### src/rtl/icache_fill_ctrl_if.sv
// Bus bundle between the fetch requester, the cache fill controller and the RAM.
// master: the cache controller (answers fetches, initiates RAM reads).
// slave:  the environment (issues fetches, answers RAM beats).
interface icache_fill_ctrl_if;
  logic        cpu_req;
  logic [31:0] cpu_addr;
  logic        cpu_ready;
  logic [31:0] cpu_data;
  logic        mem_rden;
  logic [31:0] mem_addr;
  logic        mem_w_sel;
  logic        mem_ready;
  logic [31:0] mem_data;

  modport master (
    input  cpu_req, cpu_addr, mem_ready, mem_data,
    output cpu_ready, cpu_data, mem_rden, mem_addr, mem_w_sel
  );

  modport slave (
    output cpu_req, cpu_addr, mem_ready, mem_data,
    input  cpu_ready, cpu_data, mem_rden, mem_addr, mem_w_sel
  );
endinterface

### src/rtl/icache_fill_ctrl.sv
// Direct-mapped instruction cache with 2-word lines. Hits are answered from the
// local tag/data arrays; misses fetch both words of the line from RAM with two
// read beats separated by one idle cycle, then return the requested word.
module icache_fill_ctrl #(
  parameter int LINES = 8,
  parameter int CNT_W = 16
) (
  input  logic               clk,
  input  logic               rst,
  icache_fill_ctrl_if.master bus,
  output logic [CNT_W-1:0]   hit_cnt,
  output logic [CNT_W-1:0]   miss_cnt
);

  localparam int IDX_W = $clog2(LINES);
  localparam int TAG_W = 32 - 3 - IDX_W;

  typedef enum logic [2:0] {IDLE, HIT, FILL0, GAP, FILL1, RESP} state_t;

  state_t            state_reg, state_next;
  logic [31:0]       addr_reg;
  logic [31:0]       data_reg;
  logic [LINES-1:0]  valid_reg;

  logic [TAG_W-1:0]  tag_mem   [LINES];
  logic [31:0]       word0_mem [LINES];
  logic [31:0]       word1_mem [LINES];

  logic [IDX_W-1:0]  req_idx, fill_idx;
  logic [TAG_W-1:0]  req_tag, fill_tag;
  logic              lookup_hit;
  logic              accept;
  logic              beat0_done, beat1_done;

  // The lookup is combinational so a hit can be answered in the very next cycle.
  assign req_idx    = bus.cpu_addr[3 +: IDX_W];
  assign req_tag    = bus.cpu_addr[31 : 3+IDX_W];
  assign fill_idx   = addr_reg[3 +: IDX_W];
  assign fill_tag   = addr_reg[31 : 3+IDX_W];
  assign lookup_hit = valid_reg[req_idx] && (tag_mem[req_idx] == req_tag);
  assign accept     = (state_reg == IDLE) && bus.cpu_req;
  assign beat0_done = (state_reg == FILL0) && bus.mem_ready;
  assign beat1_done = (state_reg == FILL1) && bus.mem_ready;

  // State register; reset aborts any fill in progress.
  always_ff @(posedge clk) begin
    if (rst) state_reg <= IDLE;
    else     state_reg <= state_next;
  end

  // Next-state and Moore outputs; all bus outputs derive from registered state.
  always_comb begin
    state_next    = state_reg;
    bus.cpu_ready = 1'b0;
    bus.cpu_data  = data_reg;
    bus.mem_rden  = 1'b0;
    bus.mem_w_sel = 1'b0;
    bus.mem_addr  = {addr_reg[31:3], 3'b000};
    case (state_reg)
      IDLE: begin
        if (bus.cpu_req) state_next = lookup_hit ? HIT : FILL0;
      end
      HIT: begin
        bus.cpu_ready = 1'b1;
        state_next    = IDLE;
      end
      FILL0: begin
        bus.mem_rden = 1'b1;
        if (bus.mem_ready) state_next = GAP;
      end
      GAP: begin
        state_next = FILL1;
      end
      FILL1: begin
        bus.mem_rden  = 1'b1;
        bus.mem_w_sel = 1'b1;
        if (bus.mem_ready) state_next = RESP;
      end
      RESP: begin
        bus.cpu_ready = 1'b1;
        state_next    = IDLE;
      end
      default: state_next = IDLE;
    endcase
  end

  // Request address latch and returned-word capture (hit word or matching fill beat).
  always_ff @(posedge clk) begin
    if (rst) begin
      addr_reg <= '0;
      data_reg <= '0;
    end else begin
      if (accept) begin
        addr_reg <= bus.cpu_addr;
        if (lookup_hit)
          data_reg <= bus.cpu_addr[2] ? word1_mem[req_idx] : word0_mem[req_idx];
      end
      if (beat0_done && !addr_reg[2]) data_reg <= bus.mem_data;
      if (beat1_done &&  addr_reg[2]) data_reg <= bus.mem_data;
    end
  end

  // Line storage; contents only matter once the valid bit is set.
  always_ff @(posedge clk) begin
    if (!rst) begin
      if (beat0_done) word0_mem[fill_idx] <= bus.mem_data;
      if (beat1_done) begin
        word1_mem[fill_idx] <= bus.mem_data;
        tag_mem[fill_idx]   <= fill_tag;
      end
    end
  end

  // Per-line valid bits: dropped when a miss starts refilling the line, set on the last beat.
  generate
    for (genvar gi = 0; gi < LINES; gi++) begin : g_valid
      always_ff @(posedge clk) begin
        if (rst)
          valid_reg[gi] <= 1'b0;
        else if (accept && !lookup_hit && (req_idx == IDX_W'(gi)))
          valid_reg[gi] <= 1'b0;
        else if (beat1_done && (fill_idx == IDX_W'(gi)))
          valid_reg[gi] <= 1'b1;
      end
    end
  endgenerate

  // Saturating hit counter, bumped while the hit response is presented.
  always_ff @(posedge clk) begin
    if (rst)
      hit_cnt <= '0;
    else if ((state_reg == HIT) && (hit_cnt != {CNT_W{1'b1}}))
      hit_cnt <= hit_cnt + 1'b1;
  end

  // Saturating miss counter, bumped while the miss response is presented.
  always_ff @(posedge clk) begin
    if (rst)
      miss_cnt <= '0;
    else if ((state_reg == RESP) && (miss_cnt != {CNT_W{1'b1}}))
      miss_cnt <= miss_cnt + 1'b1;
  end

endmodule

### src/flat_wrapper.sv
// flat-port wrapper written by rule: the top's interface ports become plain ports
module icache_fill_ctrl_flat 
#(
  parameter int LINES = 8,
  parameter int CNT_W = 16
)
  (clk, rst, hit_cnt, miss_cnt, bus_cpu_req, bus_cpu_addr, bus_mem_ready, bus_mem_data, bus_cpu_ready, bus_cpu_data, bus_mem_rden, bus_mem_addr, bus_mem_w_sel);
  icache_fill_ctrl_if bus_i ();
  input  logic clk;
  input  logic rst;
  output logic [CNT_W-1:0] hit_cnt;
  output logic [CNT_W-1:0] miss_cnt;
  input wire logic [$bits(bus_i.cpu_req)-1:0] bus_cpu_req;
  input wire logic [$bits(bus_i.cpu_addr)-1:0] bus_cpu_addr;
  input wire logic [$bits(bus_i.mem_ready)-1:0] bus_mem_ready;
  input wire logic [$bits(bus_i.mem_data)-1:0] bus_mem_data;
  output wire logic [$bits(bus_i.cpu_ready)-1:0] bus_cpu_ready;
  output wire logic [$bits(bus_i.cpu_data)-1:0] bus_cpu_data;
  output wire logic [$bits(bus_i.mem_rden)-1:0] bus_mem_rden;
  output wire logic [$bits(bus_i.mem_addr)-1:0] bus_mem_addr;
  output wire logic [$bits(bus_i.mem_w_sel)-1:0] bus_mem_w_sel;
  assign bus_i.cpu_req = bus_cpu_req;
  assign bus_i.cpu_addr = bus_cpu_addr;
  assign bus_i.mem_ready = bus_mem_ready;
  assign bus_i.mem_data = bus_mem_data;
  assign bus_cpu_ready = bus_i.cpu_ready;
  assign bus_cpu_data = bus_i.cpu_data;
  assign bus_mem_rden = bus_i.mem_rden;
  assign bus_mem_addr = bus_i.mem_addr;
  assign bus_mem_w_sel = bus_i.mem_w_sel;
  icache_fill_ctrl #(.LINES(LINES), .CNT_W(CNT_W)) u_core (.clk(clk), .rst(rst), .bus(bus_i), .hit_cnt(hit_cnt), .miss_cnt(miss_cnt));
endmodule
### config.mk
export PLATFORM = sky130hd
export DESIGN_NAME = icache_fill_ctrl_flat
export DESIGN_NICKNAME = d
export VERILOG_FILES = /design/src/rtl/icache_fill_ctrl_if.sv /design/src/rtl/icache_fill_ctrl.sv /design/src/flat_wrapper.sv
export SDC_FILE = /design/constraint.sdc
export NUM_CORES = 1
export LEC_CHECK = 0
export ABC_AREA = 1
export CAP_MARGIN = 5
export CORE_MARGIN = 2
export CORE_UTILIZATION = 45
export DETAILED_ROUTE_END_ITERATION = 6
export PLACE_DENSITY = 0.66
export SLEW_MARGIN = 20
export SYNTH_ARGS = -nofsm -noshare
export SYNTH_HDL_FRONTEND = slang
export SYNTH_SLANG_ARGS = --single-unit
### constraint.sdc
create_clock -name clk -period 6.1 [get_ports clk]
set_input_delay 1.22 -clock clk [delete_from_list [all_inputs] [get_ports clk]]
set_output_delay 1.22 -clock clk [all_outputs]
set_load 0.1 [all_outputs]
==> results.md <==
- Outcome: completed
- R2R depth: 14
- Total track usage: 22.2%
- Drc violations: 0
- First-pass GRT wire length: around 130 mm
- Total CTS buffers: 86
- Crit path top cell by count: nand2_1
- Skew-Pair Late Insertion Delay: 0.67 ns
- Post-synth EDFFs: 720
- Setup crit start kind: primary input
- Antenna Violating Nets Remaining: 0
- Fmax: roughly 240 MHz
- CTS tree: built
- CP Max Fanout: 62
- Tcrit/Tclk final: 69.3%
- Pwr Density: 342 nW/um2
- CP Data Arrival Time: 4.82 ns
- Final net count: slightly below 3000
- Pre-CTS setup slack: approximately 1.2 ns
- Slew Limit Headroom: 22.0%
- Final min period: 4.23 ns
- Sequential share of the synthesized area: 72.3%
- Hold Path End: u_core.state_reg[2]
- Cell area after synthesis: 32800 um2
- Initial DRT Pass Iterations: 6
- I/O Pins: 167
- Worst-margin pin slew: between 1 and 1.5 ns
- Clock Path Buffers: 3
- Worst setup EP type: flop
- Routed wire length: 84.5 mm
- Placeable core area: 71900 um2
- Die area: 75000 um2
- Yosys top cell by area: edfxtp_1
- Worst Hold Margin: 0.479 ns
- Clk sink count: 825
- Die W: about 270 um
- Largest net degree at the start of global routing: 129
- Hold Buf Count CTS: 0
- Syn Area/Cell: 12.0 um2
- Warnings from Yosys: 0
- Regs by FF count: u_core.word0_mem (256), u_core.word1_mem (256), u_core.tag_mem (208)
- Total grt overflow: 0
- Top delay family on crit path: simple AND/OR/NAND/NOR gates
- CP cell instances: buf_2 > inv_6 > nor2_8 > nand2_1 > nand4_1 > nand3_1 > nand2_1 > nand2_1 > nor2_1 > nand2_1 > nor2_2 > nand3_4 > nand3b_1 > nand2_1 > nor2_1
- Commonest non-fill, non-tap cells in the layout: nand2_1 (778), edfxtp_1 (720), nor2_1 (168)
- Fin. Hold Viols: 0
- Hold Startpoint: u_core.state_reg[1]
- Flop-to-flop setup slack: 2.87 ns
- Reg2reg start: u_core.state_reg[0]
- H-tree depth: 3
- Synth top area cells: edfxtp_1 (66%), nand2_1 (8.9%), dfxtp_1 (6.4%)
- Root buf cell: clkbuf_16
- Leakage power: 0.0131 uW
- WP depth: 15
- Skew final: 0.0551 ns
- Non-Filler Instances: 3861
- Final slew viol count: 0
- Most common cell after layout, fill and taps aside: nand2_1
- Routability cong.: 0.800
- Post-synth top area share: 65.9%
- Critical Path RT: approximately 6.7 ns
- Die height: 274 um
- Std cell rows: 98
- Post-detail-place hpwl: 44.6 mm
- DR vias: 21800
- Hold crit path type: flop to flop
- Library cells used by synthesis: 42
- Via density: 5.63
- Peak supply drop: 0.254 mV
- Worst r2r dst: u_core.bus.cpu_data[7]
- Post-CTS setup buffers: 0
- Clock-pin slew of the registers on the worst-case setup and hold paths: 0.06 ns
- Initial Utilization: a little under half
- Area delta synth->final: 15.9%
- Resized cells post-CTS: 0
- Layout cells sized above 1: 6.91%
- RSZ-0062 raised after global routing: false
- Drt wl/cell: 21.9 um
- # fillers: 5971
- Vias in the first global route: roughly 21000
- Synth Instances: around 2700
- Max incr delay on CP: between 0.6 and 0.7 ns
- Final setup margin: 1.87 ns
- CP max stage cell: nor2_8
- Worst Path Class, Setup: primary input to flop
- Post-layout util: a little over half
- Buf+Inv Stages, Crit Path: 2
- Buffers on Ports: 161
- Dpl cells: 3706
- Top_reg_cell synth: edfxtp_1
- Setup TNS: 0 ns
- Async set-or-reset flop fraction in the synthesized netlist: 0%
- Flip-flop and latch count after synthesis: 825
- Hold Crit Depth: 2
- Initial antenna violation count: 5
- DR iter-0 viols: between 2000 and 2500
- Final setup vio count: 0
- # Max-Cap Violations: 0
==> how the worst max path moves through the flow <==
stage | start | endpoint
finish | bus_cpu_addr[3] | u_core.bus.cpu_data[19]
CTS | bus_cpu_addr[3] | u_core.bus.cpu_data[19]
detailed placement | bus_cpu_addr[3] | u_core.bus.cpu_data[19]
floorplan | u_core.state_reg[1] | u_core.tag_mem[0][0]
global route | bus_cpu_addr[3] | u_core.bus.cpu_data[1]
global placement | bus_cpu_addr[3] | u_core.bus.cpu_data[5]
==> cells by family (layout without fill, tap and decap cells) <==
kind of cell	Yosys count	after routing	synth area share (%)
AOI/OAI and AO/OA	369	369	7.26
xor gates and xnor gates	2	2	0.0534
adders and majority gates	2	2	0.0763
buffers and inverters	283	467	4.06
DFF	825	825	72.3
other	1	4	0.0114
and+or+nand+nor	1242	1242	16.2
==> where the power goes <==
part | internal [uW] | switching, uW
logic | 353 | 1130
registers | 6280 | 108
clock network | 2950 | 2190
==> cell usage after synthesis, types with 2 or more instances <==
master,n
dfxtp_1,105
nand3_1,113
inv_1,102
clkinv_1,3
nand3b_1,45
edfxtp_1,720
buf_4,42
o21ai_1,3
ha_1,2
o22ai_1,3
nand2_1,778
o211ai_1,13
nor2_2,3
o21ai_0,92
buf_1,19
buf_2,36
nor3_1,24
nor4_1,5
a31oi_1,22
nor2_8,3
clkbuf_1,71
xor2_1,2
nand4_1,82
o31ai_1,4
buf_6,8
o21a_1,3
a21boi_1,5
a21oi_1,65
a311oi_1,6
a22oi_1,125
nor2_1,184
a41oi_1,26
==> layer usage <==
layer,wire length (um),vias to the layer above,global-route usage (%)
li1,-,9945,-
met1,34500,10700,29.2
met2,41200,948,37.1
met3,6410,151,3.57
met4,2380,8,8.25
met5,52,-,0
==> worst min-delay path, cell delays in order (launching register included) <==
cell	delay [ns]
dfxtp_1	0.32
nand3_1	0.09
a21oi_1	0.06
==> through the flow <==
step,area [um2],total power (uW)
floorplan,32800,7530
global placement,35200,7950
detailed placement,35200,7980
CTS,38000,13100
global route,38000,13400
finish,38000,13000
==> final cells by class <==
type | instances | area, um2 | area share, %
tap | 950 | 1190 | 3.13
sequential | 825 | 23700 | 62.4
clock inverter | 39 | 455 | 1.20
clock buffer | 115 | 2350 | 6.19
timing repair buffer | 206 | 2000 | 5.26
antenna | 1 | 2.50 | 0.00658
multi-input combinational | 1618 | 7880 | 20.7
inverter | 107 | 410 | 1.08
No activity file was read; power rests on OpenSTA's default activity.
